--- src/rtl/core_ifu_fetch_ctrl_if.sv ---
// Interface bundling every non-clock/reset signal of the IFU fetch controller.
//   slave  : view used by core_ifu_fetch_ctrl
//   master : view used by whoever drives the controller (fetch generator, bus, consumer)
// Signals: flush, fetch_rx_* (request in), bus_req_* (request out), bus_rsp_* (response in),
//          fetch_tx_* (instruction out), outstanding (live in-flight count).
interface core_ifu_fetch_ctrl_if #(
    parameter int unsigned ADDR_WIDTH = 32,
    parameter int unsigned DATA_WIDTH = 32,
    parameter int unsigned BUF_DEPTH  = 8,
    parameter int unsigned CNT_W      = $clog2(BUF_DEPTH + 1)
);
    logic                  flush;
    logic                  fetch_rx_valid;
    logic                  fetch_rx_ready;
    logic [ADDR_WIDTH-1:0] fetch_rx_addr;
    logic                  bus_req_valid;
    logic                  bus_req_ready;
    logic [ADDR_WIDTH-1:0] bus_req_addr;
    logic                  bus_rsp_valid;
    logic [DATA_WIDTH-1:0] bus_rsp_data;
    logic                  bus_rsp_err;
    logic                  fetch_tx_valid;
    logic                  fetch_tx_ready;
    logic [DATA_WIDTH-1:0] fetch_tx_inst;
    logic [ADDR_WIDTH-1:0] fetch_tx_addr;
    logic                  fetch_tx_err;
    logic [CNT_W-1:0]      outstanding;

    modport slave (
        input  flush, fetch_rx_valid, fetch_rx_addr, bus_req_ready,
               bus_rsp_valid, bus_rsp_data, bus_rsp_err, fetch_tx_ready,
        output fetch_rx_ready, bus_req_valid, bus_req_addr,
               fetch_tx_valid, fetch_tx_inst, fetch_tx_addr, fetch_tx_err, outstanding
    );

    modport master (
        output flush, fetch_rx_valid, fetch_rx_addr, bus_req_ready,
               bus_rsp_valid, bus_rsp_data, bus_rsp_err, fetch_tx_ready,
        input  fetch_rx_ready, bus_req_valid, bus_req_addr,
               fetch_tx_valid, fetch_tx_inst, fetch_tx_addr, fetch_tx_err, outstanding
    );
endinterface

--- src/rtl/core_ifu_fetch_ctrl.sv ---
// IFU fetch controller: forwards fetch requests to an in-order ready/valid instruction bus,
// remembers request addresses, pairs each response with its address in a FWFT output buffer
// and throttles issue with credits so the buffer can never overflow. A flush discards the
// buffer and turns every in-flight request into a pending drop.
// Ports:
//   clk  - rising-edge clock
//   rstn - asynchronous active-low reset; all outputs forced to 0 while low
//   io   - core_ifu_fetch_ctrl_if.slave (request, bus, response, instruction, count signals)
module core_ifu_fetch_ctrl #(
    parameter int unsigned ADDR_WIDTH      = 32,
    parameter int unsigned DATA_WIDTH      = 32,
    parameter int unsigned MAX_OUTSTANDING = 4,
    parameter int unsigned BUF_DEPTH       = 8,
    parameter int unsigned CNT_W           = $clog2(BUF_DEPTH + 1)
) (
    input logic                 clk,
    input logic                 rstn,
    core_ifu_fetch_ctrl_if.slave io
);
    localparam int unsigned AqPtrW  = (MAX_OUTSTANDING > 1) ? $clog2(MAX_OUTSTANDING) : 1;
    localparam int unsigned BufPtrW = (BUF_DEPTH > 1) ? $clog2(BUF_DEPTH) : 1;
    localparam logic [CNT_W:0]     MaxOutW   = (CNT_W + 1)'(MAX_OUTSTANDING);
    localparam logic [CNT_W:0]     BufDepthW = (CNT_W + 1)'(BUF_DEPTH);
    localparam logic [AqPtrW-1:0]  AqLast    = AqPtrW'(MAX_OUTSTANDING - 1);
    localparam logic [BufPtrW-1:0] BufLast   = BufPtrW'(BUF_DEPTH - 1);

    logic [CNT_W-1:0]   out_q, out_d, drop_q, drop_d, buf_cnt_q, buf_cnt_d;
    logic [AqPtrW-1:0]  aq_wptr_q, aq_wptr_d, aq_rptr_q, aq_rptr_d;
    logic [BufPtrW-1:0] buf_wptr_q, buf_wptr_d, buf_rptr_q, buf_rptr_d;

    logic [ADDR_WIDTH-1:0] aq_mem_q   [MAX_OUTSTANDING];
    logic [ADDR_WIDTH-1:0] buf_addr_q [BUF_DEPTH];
    logic [DATA_WIDTH-1:0] buf_data_q [BUF_DEPTH];
    logic                  buf_err_q  [BUF_DEPTH];

    logic [CNT_W:0] out_drop_sum, out_buf_sum;
    logic credit_ok, issue, rsp_drop, rsp_live, push, pop, tx_valid;

    always_comb begin
        out_drop_sum = {1'b0, out_q} + {1'b0, drop_q};
        out_buf_sum  = {1'b0, out_q} + {1'b0, buf_cnt_q};
        // Second term reserves a buffer slot for every in-flight request.
        credit_ok    = (out_drop_sum < MaxOutW) && (out_buf_sum < BufDepthW);
        issue        = io.fetch_rx_valid && io.bus_req_ready && credit_ok && !io.flush;
        rsp_drop     = io.bus_rsp_valid && (drop_q != '0);
        rsp_live     = io.bus_rsp_valid && (drop_q == '0) && (out_q != '0);
        push         = rsp_live && !io.flush;
        tx_valid     = (buf_cnt_q != '0);
        pop          = tx_valid && io.fetch_tx_ready;
    end

    always_comb begin
        out_d      = out_q;
        drop_d     = drop_q;
        buf_cnt_d  = buf_cnt_q;
        aq_wptr_d  = aq_wptr_q;
        aq_rptr_d  = aq_rptr_q;
        buf_wptr_d = buf_wptr_q;
        buf_rptr_d = buf_rptr_q;
        if (io.flush) begin
            // Every live request becomes a drop, except one answered in this very cycle.
            drop_d     = drop_q + out_q - CNT_W'(rsp_drop) - CNT_W'(rsp_live);
            out_d      = '0;
            buf_cnt_d  = '0;
            aq_wptr_d  = '0;
            aq_rptr_d  = '0;
            buf_wptr_d = '0;
            buf_rptr_d = '0;
        end else begin
            drop_d    = drop_q - CNT_W'(rsp_drop);
            out_d     = out_q + CNT_W'(issue) - CNT_W'(rsp_live);
            buf_cnt_d = buf_cnt_q + CNT_W'(push) - CNT_W'(pop);
            if (issue) aq_wptr_d = (aq_wptr_q == AqLast) ? '0 : aq_wptr_q + 1'b1;
            if (rsp_live) aq_rptr_d = (aq_rptr_q == AqLast) ? '0 : aq_rptr_q + 1'b1;
            if (push) buf_wptr_d = (buf_wptr_q == BufLast) ? '0 : buf_wptr_q + 1'b1;
            if (pop) buf_rptr_d = (buf_rptr_q == BufLast) ? '0 : buf_rptr_q + 1'b1;
        end
    end

    always_ff @(posedge clk or negedge rstn) begin
        if (!rstn) begin
            out_q      <= '0;
            drop_q     <= '0;
            buf_cnt_q  <= '0;
            aq_wptr_q  <= '0;
            aq_rptr_q  <= '0;
            buf_wptr_q <= '0;
            buf_rptr_q <= '0;
        end else begin
            out_q      <= out_d;
            drop_q     <= drop_d;
            buf_cnt_q  <= buf_cnt_d;
            aq_wptr_q  <= aq_wptr_d;
            aq_rptr_q  <= aq_rptr_d;
            buf_wptr_q <= buf_wptr_d;
            buf_rptr_q <= buf_rptr_d;
        end
    end

    // Storage needs no reset: occupancy is tracked by the counters above.
    always_ff @(posedge clk) begin
        if (issue) aq_mem_q[aq_wptr_q] <= io.fetch_rx_addr;
        if (push) begin
            buf_addr_q[buf_wptr_q] <= aq_mem_q[aq_rptr_q];
            buf_data_q[buf_wptr_q] <= io.bus_rsp_data;
            buf_err_q[buf_wptr_q]  <= io.bus_rsp_err;
        end
    end

    // Outputs are gated with rstn so they read 0 for the whole reset window.
    always_comb begin
        io.bus_req_valid  = rstn && io.fetch_rx_valid && credit_ok && !io.flush;
        io.fetch_rx_ready = rstn && io.bus_req_ready && credit_ok && !io.flush;
        io.bus_req_addr   = rstn ? io.fetch_rx_addr : '0;
        io.fetch_tx_valid = rstn && tx_valid;
        io.fetch_tx_inst  = rstn ? buf_data_q[buf_rptr_q] : '0;
        io.fetch_tx_addr  = rstn ? buf_addr_q[buf_rptr_q] : '0;
        io.fetch_tx_err   = rstn && buf_err_q[buf_rptr_q];
        io.outstanding    = rstn ? out_q : '0;
    end

    buf_no_overflow_a: assert property (@(posedge clk) disable iff (!rstn)
        !(push && !pop && (buf_cnt_q == CNT_W'(BUF_DEPTH))));
endmodule

--- src/flat_wrapper.sv ---
// flat-port wrapper written by rule: the top's interface ports become plain ports
module core_ifu_fetch_ctrl_flat 
#(
    parameter int unsigned ADDR_WIDTH      = 32,
    parameter int unsigned DATA_WIDTH      = 32,
    parameter int unsigned MAX_OUTSTANDING = 4,
    parameter int unsigned BUF_DEPTH       = 8,
    parameter int unsigned CNT_W           = $clog2(BUF_DEPTH + 1)
)
  (clk, rstn, io_flush, io_fetch_rx_valid, io_fetch_rx_addr, io_bus_req_ready, io_bus_rsp_valid, io_bus_rsp_data, io_bus_rsp_err, io_fetch_tx_ready, io_fetch_rx_ready, io_bus_req_valid, io_bus_req_addr, io_fetch_tx_valid, io_fetch_tx_inst, io_fetch_tx_addr, io_fetch_tx_err, io_outstanding);
  core_ifu_fetch_ctrl_if #(.ADDR_WIDTH(ADDR_WIDTH), .DATA_WIDTH(DATA_WIDTH), .BUF_DEPTH(BUF_DEPTH), .CNT_W(CNT_W)) io_i ();
  input logic clk;
  input logic rstn;
  input wire logic [$bits(io_i.flush)-1:0] io_flush;
  input wire logic [$bits(io_i.fetch_rx_valid)-1:0] io_fetch_rx_valid;
  input wire logic [$bits(io_i.fetch_rx_addr)-1:0] io_fetch_rx_addr;
  input wire logic [$bits(io_i.bus_req_ready)-1:0] io_bus_req_ready;
  input wire logic [$bits(io_i.bus_rsp_valid)-1:0] io_bus_rsp_valid;
  input wire logic [$bits(io_i.bus_rsp_data)-1:0] io_bus_rsp_data;
  input wire logic [$bits(io_i.bus_rsp_err)-1:0] io_bus_rsp_err;
  input wire logic [$bits(io_i.fetch_tx_ready)-1:0] io_fetch_tx_ready;
  output wire logic [$bits(io_i.fetch_rx_ready)-1:0] io_fetch_rx_ready;
  output wire logic [$bits(io_i.bus_req_valid)-1:0] io_bus_req_valid;
  output wire logic [$bits(io_i.bus_req_addr)-1:0] io_bus_req_addr;
  output wire logic [$bits(io_i.fetch_tx_valid)-1:0] io_fetch_tx_valid;
  output wire logic [$bits(io_i.fetch_tx_inst)-1:0] io_fetch_tx_inst;
  output wire logic [$bits(io_i.fetch_tx_addr)-1:0] io_fetch_tx_addr;
  output wire logic [$bits(io_i.fetch_tx_err)-1:0] io_fetch_tx_err;
  output wire logic [$bits(io_i.outstanding)-1:0] io_outstanding;
  assign io_i.flush = io_flush;
  assign io_i.fetch_rx_valid = io_fetch_rx_valid;
  assign io_i.fetch_rx_addr = io_fetch_rx_addr;
  assign io_i.bus_req_ready = io_bus_req_ready;
  assign io_i.bus_rsp_valid = io_bus_rsp_valid;
  assign io_i.bus_rsp_data = io_bus_rsp_data;
  assign io_i.bus_rsp_err = io_bus_rsp_err;
  assign io_i.fetch_tx_ready = io_fetch_tx_ready;
  assign io_fetch_rx_ready = io_i.fetch_rx_ready;
  assign io_bus_req_valid = io_i.bus_req_valid;
  assign io_bus_req_addr = io_i.bus_req_addr;
  assign io_fetch_tx_valid = io_i.fetch_tx_valid;
  assign io_fetch_tx_inst = io_i.fetch_tx_inst;
  assign io_fetch_tx_addr = io_i.fetch_tx_addr;
  assign io_fetch_tx_err = io_i.fetch_tx_err;
  assign io_outstanding = io_i.outstanding;
  core_ifu_fetch_ctrl #(.ADDR_WIDTH(ADDR_WIDTH), .DATA_WIDTH(DATA_WIDTH), .MAX_OUTSTANDING(MAX_OUTSTANDING), .BUF_DEPTH(BUF_DEPTH), .CNT_W(CNT_W)) u_core (.clk(clk), .rstn(rstn), .io(io_i));
endmodule
--- config.mk ---
export PLATFORM = sky130hd
export DESIGN_NAME = core_ifu_fetch_ctrl_flat
export DESIGN_NICKNAME = d
export VERILOG_FILES = /design/src/rtl/core_ifu_fetch_ctrl_if.sv /design/src/rtl/core_ifu_fetch_ctrl.sv /design/src/flat_wrapper.sv
export SDC_FILE = /design/constraint.sdc
export NUM_CORES = 1
export LEC_CHECK = 0
export BUFFER_PORTS_ARGS = -buffer_cell sky130_fd_sc_hd__buf_4
export CAP_MARGIN = 0
export CORE_ASPECT_RATIO = 1.1
export CORE_MARGIN = 1
export CORE_UTILIZATION = 60
export CTS_CLUSTER_DIAMETER = 100
export DETAILED_ROUTE_END_ITERATION = 12
export PLACE_DENSITY = 0.81
export SETUP_SLACK_MARGIN = 0.1
export SLEW_MARGIN = 20
export SYNTH_ARGS = -nofsm -noshare
export SYNTH_HDL_FRONTEND = slang
export SYNTH_SLANG_ARGS = --single-unit
--- constraint.sdc ---
create_clock -name clk -period 11.6 [get_ports clk]
set_clock_uncertainty 0.2 [all_clocks]
set_input_delay 1.16 -clock clk [delete_from_list [all_inputs] [get_ports clk]]
set_output_delay 1.16 -clock clk [all_outputs]
set_load 0.005 [all_outputs]
==> qor.log, run 1 <==
[timing] max-slew violations 0
[yosys] fraction of synthesis flops using an asynchronous set or reset pin 3.28%
[clock_network] Clock Root Buffer clkbuf_16
[drt] number of vias in the routed layout 12,215
[yosys] leading register cell type out of synthesis edfxtp_1
[yosys] number of instances in the synthesized netlist 1,217
[global_route] global-route layer with the greatest usage met2
[flow_run] total of max-cap violations 0
[drt] final wirelength 49,900 um
[yosys] most numerous cell in the Yosys netlist edfxtp_1
[global_route] global route total overflow 0
[critical_path] Required @ worst endpoint 10.24 ns
[floorplanning] core box area 43,500 sq um
[pwr] Tot Pwr 0.00559 W
[global_route] maximum number of pins on one net before global-route repair 70
[critical_path] slowest CP cell buf_4
[yosys] most area-hungry cell type in the Yosys netlist edfxtp_1
[drt] first-pass iteration count of the detailed router 5
[clock_network] number of sinks driven by the clock tree 670
[timing] headroom to the max-slew limit 31.7%
[yosys] number of warnings reported in the yosys synthesis log 0
[drt] mean number of vias per cell 5.99
[yosys] synthesized net count 1,326
[worst_hold_path] Hold Path Class in2async
[pwr] VDD IR max 0.125 mV
[timing] minimum clock period 4.99 ns
[floorplanning] Die Height 223 um
[finish] Post-Layout Cell Count 2,039
[placement] Setup Slack @ Placement 6.87 ns
[clock_network] CTS clock-pin slew for the worst setup and hold paths 0.06 ns
[yosys] sequential share of the synthesized area 75.4%
[yosys] most instantiated cells after synthesis edfxtp_1 (648), mux4_2 (162), nor2b_1 (72), mux2i_1 (70), and2_1 (40)
[timing] unrepaired setup endpoints after global routing false
[critical_path] crit end category primary output
[finish] # diodes 0
[status] run status complete, no violations
[floorplanning] total die area 45,100 sq um
[pwr] power density cells 184 nW/um^2
[global_route] GRT Total Usage 22.9%
[global_route] number of global-route vias before repair 12,914
[placement] cell count after placement 1,925
[finish] Area growth, synth to finish 14.5%
[floorplanning] initial standard-cell utilization of the core 60.9%
[pwr] Lkg Pwr 9.86 nW
[timing] pin slew with the least headroom to its limit 1.02 ns
[critical_path] max incr delay on CP 0.69 ns
[finish] Total Nets Final 1,523
[critical_path] top fanout value on the critical path 56
[clock_network] number of buffers added by the clock tree synthesis step 61
[clock_network] clock network latency to the later pin of the worst-skew pair 0.60 ns
[timing] maximum frequency from static timing analysis 200 MHz
[drt] number of remaining DRC errors 0
[drt] average wire per cell in the routed design 24.5 um
[yosys] post-synth cell types 37
[placement] routability cong. 0.747
[yosys] share of Yosys cell area claimed by the top area cell type 73.3%
[critical_path] startpoint kind of the worst setup timing path flip-flop
[timing] TNS Setup 0 ns
[drt] antenna-violating nets left 0
[finish] share of cells above drive strength 1 31.6%
[critical_path] critical path, cell by cell buf_6 > buf_4 > mux4_2 > mux2i_1 > nor2b_1 > buf_4
[critical_path] CP Data Arrival Time 3.63 ns
[clock_network] # hold bufs at CTS 0
[floorplanning] row count 80
[timing] Final setup violation count 0
[critical_path] critical path's most frequent cell buf_4
[clock_network] post-cts resize count 0
[timing] final period utilization 43.0%
[yosys] average footprint of a synthesized cell 21.8 sq um
[yosys] number of register bits inferred by synthesis 670
[timing] Hold Vio Cnt, Final 0
[placement] Post-DP HPWL 27,600 um
[global_route] met2 routing resource usage after global routing 38.7%
[clock_network] post-CTS setup buffers 0
[clock_network] clock tree from TritonCTS yes
[global_route] met3 Resource Use GR 2.87%
[yosys] synthesized area 26,500 sq um
[global_route] met1 demand-to-capacity share in global routing 31.3%
[critical_path] category of the most critical setup path reg2out
[floorplanning] I/O pins 176
[clock_network] buffer depth of the longest clock path 3
[drt] drt first-iter violations 828
[global_route] wire length of the first global-routing pass 76,100 um
[global_route] antenna violations before repair 0
[yosys] number of enable-type register cells in the synthesized netlist 648
[floorplanning] die width 203 um
[timing] final critical-path setup slack 6.61 ns
[yosys] Area contributors post-synth edfxtp_1 (73%), mux4_2 (14%), mux2i_1 (2.6%), dfrtp_1 (2.1%), nor2b_1 (1.7%)
[clock_network] total number of H-tree levels 2
[placement] quantity of I/O buffers inserted on ports 175
[state kept, by name, indices dropped and copies added, names as in the netlist, 4 cells and up]
name,cells
u_core.buf_data_q,256
u_core.buf_cnt_q,4
u_core.aq_mem_q,128
u_core.out_q,4
u_core.buf_err_q,8
u_core.buf_addr_q,256
u_core.drop_q,4
[metrics by stage]
stage	instance area [sq um]	hold WS (ns)	util (%)
final	30400	0.366	69.8
after global routing	30400	0.401	69.8
after floorplan	26500	0.355	-
after CTS	30400	0.361	69.8
after global placement	28400	0.374	65.2
after detailed placement	28400	0.412	65.2
[path summary, 6_finish.rpt]
| path | from | end | slack (ns) | depth (start not counted) |
|---|---|---|---|---|
| worst max-delay path | u_core.buf_rptr_q[0]$_DFFE_PN0P_ | io_fetch_tx_addr[9] | 6.61 | 6 |
| min in group clk | u_core.aq_wptr_q[1]$_DFFE_PN0P_ | u_core.aq_wptr_q[1]$_DFFE_PN0P_ | 0.42 | 2 |
| worst max register to register | u_core.out_q[2]$_DFF_PN0_ | u_core.drop_q[2]$_DFF_PN0_ | 7.56 | 14 |
| worst min register to register | u_core.aq_wptr_q[1]$_DFFE_PN0P_ | u_core.aq_wptr_q[1]$_DFFE_PN0P_ | 0.42 | 2 |
| worst min-delay path | rstn | u_core.drop_q[2]$_DFF_PN0_ | 0.37 | 1 |
| max in group asynchronous | rstn | u_core.buf_rptr_q[2]$_DFFE_PN0P_ | 9.77 | 2 |
[area by class of cell]
| class | count | area (sq um) |
|---|---|---|
| sequential | 670 | 20000 |
| fill | 2586 | 13200 |
| multi-input combinational | 460 | 6080 |
| clock buffer | 79 | 1640 |
| timing repair buffer | 195 | 1470 |
| tap | 574 | 718 |
| clock inverter | 35 | 357 |
| inverter | 26 | 97.6 |
[worst max-delay path, delay by kind of cell (launching register included)]
kind | cells | cell delay [ns]
buf+inv | 3 | 1.43
mux | 2 | 0.99
simple gates | 1 | 0.10
flops | 1 | 0.40
[placed cells by master, fill, tap and decap left out, types with 4 or more instances in the layout]
cell type / instances
clkinv_2: 8
clkbuf_1: 16
nand3_1: 4
nor2b_1: 72
and2_2: 4
nand2_1: 13
buf_4: 194
ha_1: 32
mux4_2: 162
a21oi_1: 10
and2_1: 36
clkbuf_16: 63
mux2i_1: 70
bufinv_16: 7
dfrtp_1: 18
fa_1: 5
clkinv_1: 13
xnor2_1: 8
edfxtp_1: 648
nor2_1: 9
inv_1: 25
nor3_2: 4
[logic make-up after synthesis]
kind of cell	Yosys count	synth area share, %
flops	670	75.4
mux	233	16.4
compound gates	15	0.316
fa+ha+maj	37	1.89
simple gates	166	3.76
buf+inv	87	1.90
xor+xnor	9	0.297
[power by group]
part | total [W] | leakage (nW) | switching, W | internal, W
sequential | 0.00275 | 6.11 | 0.0000455 | 0.00270
clock | 0.00198 | 0.964 | 0.000834 | 0.00115
combinational | 0.000860 | 2.78 | 0.000406 | 0.000454
total | 0.00559 | 9.86 | 0.00129 | 0.00431
[metal layers]
layer	wire (um)	up-vias
met5	0	-
met4	1240	0
met3	2810	77
met2	26100	477
met1	19800	6336
li1	-	5325
Note: power is estimated with default switching activity, not from simulation.
==> run 2: changes to the inputs <==
Clock period 11.6 ns to 5.1 ns, I/O delays scaled along.
==> qor.log, run 2 (synthesized netlist as in run 1, its figures left out) <==
[clock_network] number of sinks driven by the clock tree 670
[finish] # diodes 0
[timing] final period utilization 79.9%
[clock_network] CTS clock-pin slew for the worst setup and hold paths 0.07 ns
[finish] Total Nets Final 1,590
[drt] average wire per cell in the routed design 24.5 um
[clock_network] Clock Root Buffer clkbuf_16
[floorplanning] core box area 43,500 sq um
[pwr] power density cells 403 nW/um^2
[floorplanning] die width 203 um
[clock_network] clock tree from TritonCTS yes
[timing] Hold Vio Cnt, Final 0
[drt] first-pass iteration count of the detailed router 5
[drt] mean number of vias per cell 5.99
[floorplanning] Die Height 223 um
[critical_path] Required @ worst endpoint 5.37 ns
[drt] final wirelength 51,600 um
[finish] Area growth, synth to finish 16.7%
[drt] drt first-iter violations 904
[timing] headroom to the max-slew limit 29.7%
[floorplanning] initial standard-cell utilization of the core 60.9%
[timing] pin slew with the least headroom to its limit 1.05 ns
[timing] final hold slack 0.108 ns
[clock_network] buffer depth of the longest clock path 3
[critical_path] category of the most critical setup path reg2reg
[worst_hold_path] Hold Path Class in2reg
[critical_path] startpoint kind of the worst setup timing path flip-flop
[placement] routability cong. 0.755
[global_route] number of global-route vias before repair 13,372
[global_route] global route total overflow 0
[pwr] VDD IR max 0.247 mV
[global_route] GRT Total Usage 23.6%
[status] run status complete, no violations
[critical_path] crit end category flip-flop
[flow_run] total of max-cap violations 0
[finish] share of cells above drive strength 1 30.2%
[worst_hold_path] Hold Crit Depth 4
[timing] maximum frequency from static timing analysis 246 MHz
[pwr] Lkg Pwr 10.1 nW
[finish] most frequent cells in the layout edfxtp_1 (648), buf_4 (190), mux4_2 (162), nor2b_1 (72), mux2i_1 (70)
[finish] leading cell type in the layout, fill and taps excluded edfxtp_1
[timing] minimum clock period 4.07 ns
[finish] Core Util, Final 71.1%
[floorplanning] total die area 45,100 sq um
[clock_network] number of buffers added by the clock tree synthesis step 60
[finish] finished layout cell area 31,000 sq um
[drt] antenna-violating nets left 0
[timing] unrepaired setup endpoints after global routing false
[critical_path] worst r2r path cells 14
[timing] max-slew violations 0
[finish] registers with the most flip-flops u_core.buf_addr_q: 256 flops, u_core.buf_data_q: 256 flops, u_core.aq_mem_q: 128 flops
[global_route] maximum number of pins on one net before global-route repair 91
[clock_network] total number of H-tree levels 2
[global_route] wire length of the first global-routing pass 78,400 um
[drt] number of vias in the routed layout 12,600
[timing] Final setup violation count 0
[clock_network] clock network latency to the later pin of the worst-skew pair 0.62 ns
[placement] cell area after placement 28,500 sq um
[placement] quantity of I/O buffers inserted on ports 175
[floorplanning] row count 80
[placement] Post-DP HPWL 26,700 um
[global_route] antenna violations before repair 0
[critical_path] top fanout value on the critical path 13
[floorplanning] I/O pins 176
[drt] number of remaining DRC errors 0
[critical_path] CP Data Arrival Time 4.34 ns
## run 2: cell count changes in the layout (fill, tap and decap cells not counted), sizes merged
cell         change
clkinvlp         -2
inv              +1
clkbuf          -11
buf              +2
clkinv          +15
dlygate4sd3     +66
bufinv           -5
## run 2: stage by stage
step                setup WS (ns)  setup TNS, ns  power, W  cells
finish                       1.03              0    0.0125   2105
global route                0.814              0    0.0130   2105
CTS                          1.03              0    0.0126   2105
detailed placement           1.16              0   0.00837   1927
global placement             1.24              0   0.00831   1927
floorplan                   -1.23        -258.65   0.00786   1217
## run 2: layer usage
metal  vias up  GRT usage (%)  routed length, um
li1       5468              -                  -
met1      6576           31.4              20600
met2       465           41.0              27300
met3        91           2.74               2610
met4         0           7.54               1160
met5         -              0                  0
## run 2: what timing repair did
action | CTS | global route
hold endpoints to repair | 409 | 0
hold buffers | 66 | 0
gates resized for setup | 0 | 0
setup buffers | 0 | 0
## run 2: cell type report
type                            instances  area, sq um
Clock inverter                         44          268
Fill cell                            2569        12600
Timing Repair Buffer                  263         2230
Sequential cell                       670        20000
Clock buffer                           68         1550
Tap cell                              574          718
Inverter                               26         97.6
Multi-Input combinational cell        460         6090
## run 2: worst paths after layout
path / startpoint / end / slack [ns]
min reg2reg: u_core.aq_wptr_q[1]$_DFFE_PN0P_ / u_core.aq_wptr_q[1]$_DFFE_PN0P_ / 0.42
max in group asynchronous: rstn / u_core.aq_wptr_q[0]$_DFFE_PN0P_ / 3.39
min in group asynchronous: rstn / u_core.out_q[3]$_DFF_PN0_ / 0.41
max reg2reg: u_core.out_q[2]$_DFF_PN0_ / u_core.drop_q[2]$_DFF_PN0_ / 1.03
min: io_fetch_tx_ready / u_core.buf_rptr_q[1]$_DFFE_PN0P_ / 0.11
max: u_core.out_q[2]$_DFF_PN0_ / u_core.drop_q[2]$_DFF_PN0_ / 1.03
## run 2: power by group
part | total (W) | switching (W) | internal, W
clock | 0.00419 | 0.00191 | 0.00228
combinational | 0.00200 | 0.000918 | 0.00108
sequential | 0.00629 | 0.000138 | 0.00615
## run 2: worst max-delay path, cell delays in order (launching register included)
cell and delay, ns:
dfrtp_1 0.41, inv_1 0.12, ha_1 0.15, or3b_1 0.35, nand3_1 0.49, inv_2 0.18, fa_1 0.53, fa_1 0.41
inv_1 0.08, ha_1 0.19, inv_1 0.08, fa_1 0.44, xnor2_1 0.14, nand2_1 0.06, o21ai_0 0.09
==> run 3: changes to the inputs <==
Settings changed: CORE_UTILIZATION 60 to 54, PLACE_DENSITY 0.81 to 0.77.
Clock period 5.1 ns to 3.6 ns, I/O delays scaled along.
==> qor.log, run 3 (synthesized netlist as in run 1, its figures left out) <==
[pwr] Tot Pwr 0.0183 W
[drt] number of vias in the routed layout 12,422
[critical_path] critical path, cell by cell inv_2 > ha_1 > or3b_4 > nand3_2 > inv_2 > fa_1 > fa_1 > inv_1 > ha_2 > inv_1 > fa_2 > xnor2_1 > nand2_1 > o21ai_0
[timing] Hold Vio Cnt, Final 0
[critical_path] startpoint of the worst-slack reg-to-reg timing path u_core.out_q[2]$_DFF_PN0_
[clock_network] CTS clock-pin slew for the worst setup and hold paths 0.06 ns
[floorplanning] core box area 48,100 sq um
[drt] mean number of vias per cell 5.65
[pwr] net switching power 0.00427 W
[critical_path] reg2reg setup slack 0.25 ns
[floorplanning] die width 213 um
[finish] number of fill cells 3,195
[drt] drt first-iter violations 1,040
[pwr] VDD IR max 0.392 mV
[global_route] GRT Total Usage 21.2%
[timing] final period utilization 93.1%
[placement] Post-DP HPWL 28,400 um
[clock_network] number of buffers added by the clock tree synthesis step 61
[worst_hold_path] Hold Path Class in2reg
[finish] most frequent cells in the layout edfxtp_1 (648), buf_4 (195), mux4_2 (162), nor2b_1 (72), dlygate4sd3_1 (71)
[worst_hold_path] Hold Startpoint io_bus_rsp_valid
[critical_path] Required @ worst endpoint 3.90 ns
[critical_path] top fanout value on the critical path 4
[pwr] cell-internal power 0.0141 W
[critical_path] max incr delay on CP 0.50 ns
[global_route] number of global-route vias before repair 13,174
[clock_network] number of sinks driven by the clock tree 670
[critical_path] worst r2r path cells 14
[clock_network] clock network latency to the later pin of the worst-skew pair 0.63 ns
[timing] final critical-path setup slack 0.250 ns
[finish] Area growth, synth to finish 19.2%
[timing] unrepaired setup endpoints after global routing false
[finish] area occupied by multi-input gates 6130 sq um
[floorplanning] I/O pins 176
[timing] Final setup violation count 0
[global_route] global route total overflow 0
[global_route] wire length of the first global-routing pass 77,500 um
[timing] max-slew violations 0
[placement] quantity of I/O buffers inserted on ports 175
[pwr] Lkg Pwr 10.3 nW
[drt] antenna-violating nets left 0
[clock_network] buffer depth of the longest clock path 3
[timing] final hold slack 0.0837 ns
[critical_path] Levels on crit path 14
[floorplanning] total die area 50,000 sq um
[placement] routability cong. 0.757
[critical_path] crit end category flip-flop
[drt] final wirelength 51,400 um
[critical_path] startpoint kind of the worst setup timing path flip-flop
[floorplanning] Die Height 234 um
[pwr] Logic pwr share 16.1%
[critical_path] buffers plus inverters on the worst setup path 4
[critical_path] cell family with most CP delay adder cells
[global_route] antenna violations before repair 0
[pwr] Sw Ratio 23.3%
[critical_path] CP Data Arrival Time 3.65 ns
[finish] storage element area 20,000 sq um
[finish] Total Nets Final 1,613
[finish] Core Util, Final 65.7%
[critical_path] Critical Path Sink u_core.drop_q[2]$_DFF_PN0_
[drt] first-pass iteration count of the detailed router 5
[drt] average wire per cell in the routed design 23.4 um
[status] run status complete, no violations
[clock_network] Clock Root Buffer clkbuf_16
[pwr] clock network fraction of total power 35.3%
[finish] leading cell type in the layout, fill and taps excluded edfxtp_1
[clock_network] clock tree from TritonCTS yes
[timing] headroom to the max-slew limit 49.5%
[floorplanning] row count 84
[clock_network] total number of H-tree levels 2
[global_route] maximum number of pins on one net before global-route repair 66
[pwr] power density cells 579 nW/um^2
[finish] # diodes 0
[floorplanning] initial standard-cell utilization of the core 55.1%
[pwr] Flop pwr share 48.6%
[timing] maximum frequency from static timing analysis 298 MHz
[critical_path] capture instance of the worst register-to-register path u_core.drop_q[2]$_DFF_PN0_
[timing] minimum clock period 3.35 ns
[finish] share of cells above drive strength 1 31.5%
[drt] number of remaining DRC errors 0
[critical_path] worst setup path startpoint u_core.out_q[2]$_DFF_PN0_
[critical_path] category of the most critical setup path reg2reg
[flow_run] total of max-cap violations 0
[critical_path] slowest CP cell fa_1
[timing] pin slew with the least headroom to its limit 0.757 ns
[placement] Setup Slack @ Placement 0.170 ns
[finish] registers with the most flip-flops u_core.buf_addr_q: 256 flops, u_core.buf_data_q: 256 flops, u_core.aq_mem_q: 128 flops
==> run 3: cell types whose count changed in the layout (fill, tap and decap cells not counted), sizes merged <==
| cell | change |
|---|---|
| buf | +17 |
| bufinv | +6 |
| clkbuf | +10 |
| clkinv | -18 |
| clkinvlp | +2 |
| dlygate4sd3 | +5 |
| inv | +1 |
==> run 3: power groups by stage <==
stage	registers (W)	clock network [W]	logic, W
2_1_floorplan	0.00894	0	0.00220
3_3_place_gp	0.00909	0	0.00278
3_5_place_dp	0.00910	0	0.00286
4_1_cts	0.00891	0.00659	0.00301
5_1_grt	0.00892	0.00688	0.00326
6_report	0.00890	0.00647	0.00296
==> run 3: area by class of cell <==
cell class                 count  area share, %
timing repair buffer         285           8.08
clock buffer                  78           5.03
sequential                   670           63.3
multi-input combinational    460           19.4
inverter                      26          0.309
tap                          645           2.55
clock inverter                35           1.34
==> run 3: worst min path at each step <==
stage / end / slack (ns) / cells past startpoint
6_report: u_core.buf_wptr_q[2]$_DFFE_PN0P_ / 0.08 / 6
3_3_place_gp: u_core.aq_mem_q[2][7]$_DFFE_PP_ / 0.37 / 1
3_5_place_dp: u_core.aq_mem_q[0][19]$_DFFE_PP_ / 0.37 / 1
5_1_grt: u_core.buf_wptr_q[2]$_DFFE_PN0P_ / 0.09 / 6
4_1_cts: u_core.aq_rptr_q[1]$_DFFE_PN0P_ / 0.05 / 6
2_1_floorplan: u_core.aq_rptr_q[0]$_DFFE_PN0P_ / -0.14 / 0
==> run 3: per-layer routing <==
metal  vias up  track usage, %  part of all wire (%)
met5         -               0                     0
met4         0            6.67                   2.3
met3        74            2.43                   4.3
met2       343            36.9                    52
met1      6498            28.2                    41
li1       5507               -                     -
==> run 3: stage by stage <==
step | std cells | cell area (sq um) | TNS (ns)
after floorplan | 1217 | 26600 | -157.47
after global placement | 2012 | 28900 | 0
after detailed placement | 2012 | 28900 | 0
after CTS | 2197 | 31600 | 0
after global routing | 2199 | 31600 | 0
final | 2199 | 31600 | 0
==> run 3: worst min-delay path, stage by stage <==
cell and delay [ns]:
buf_4 0.12, nand3_2 0.07, inv_2 0.04, buf_4 0.15, nand2_1 0.06, a21oi_1 0.06
==> run 3: timing repair <==
action | 4_1_cts | 5_1_grt
hold buffers | 71 | 0
buffers inserted | 1 | 2
hold endpoints to repair | 427 | 0
resized for setup | 0 | 4
endpoints found under the setup margin | 17 | 2
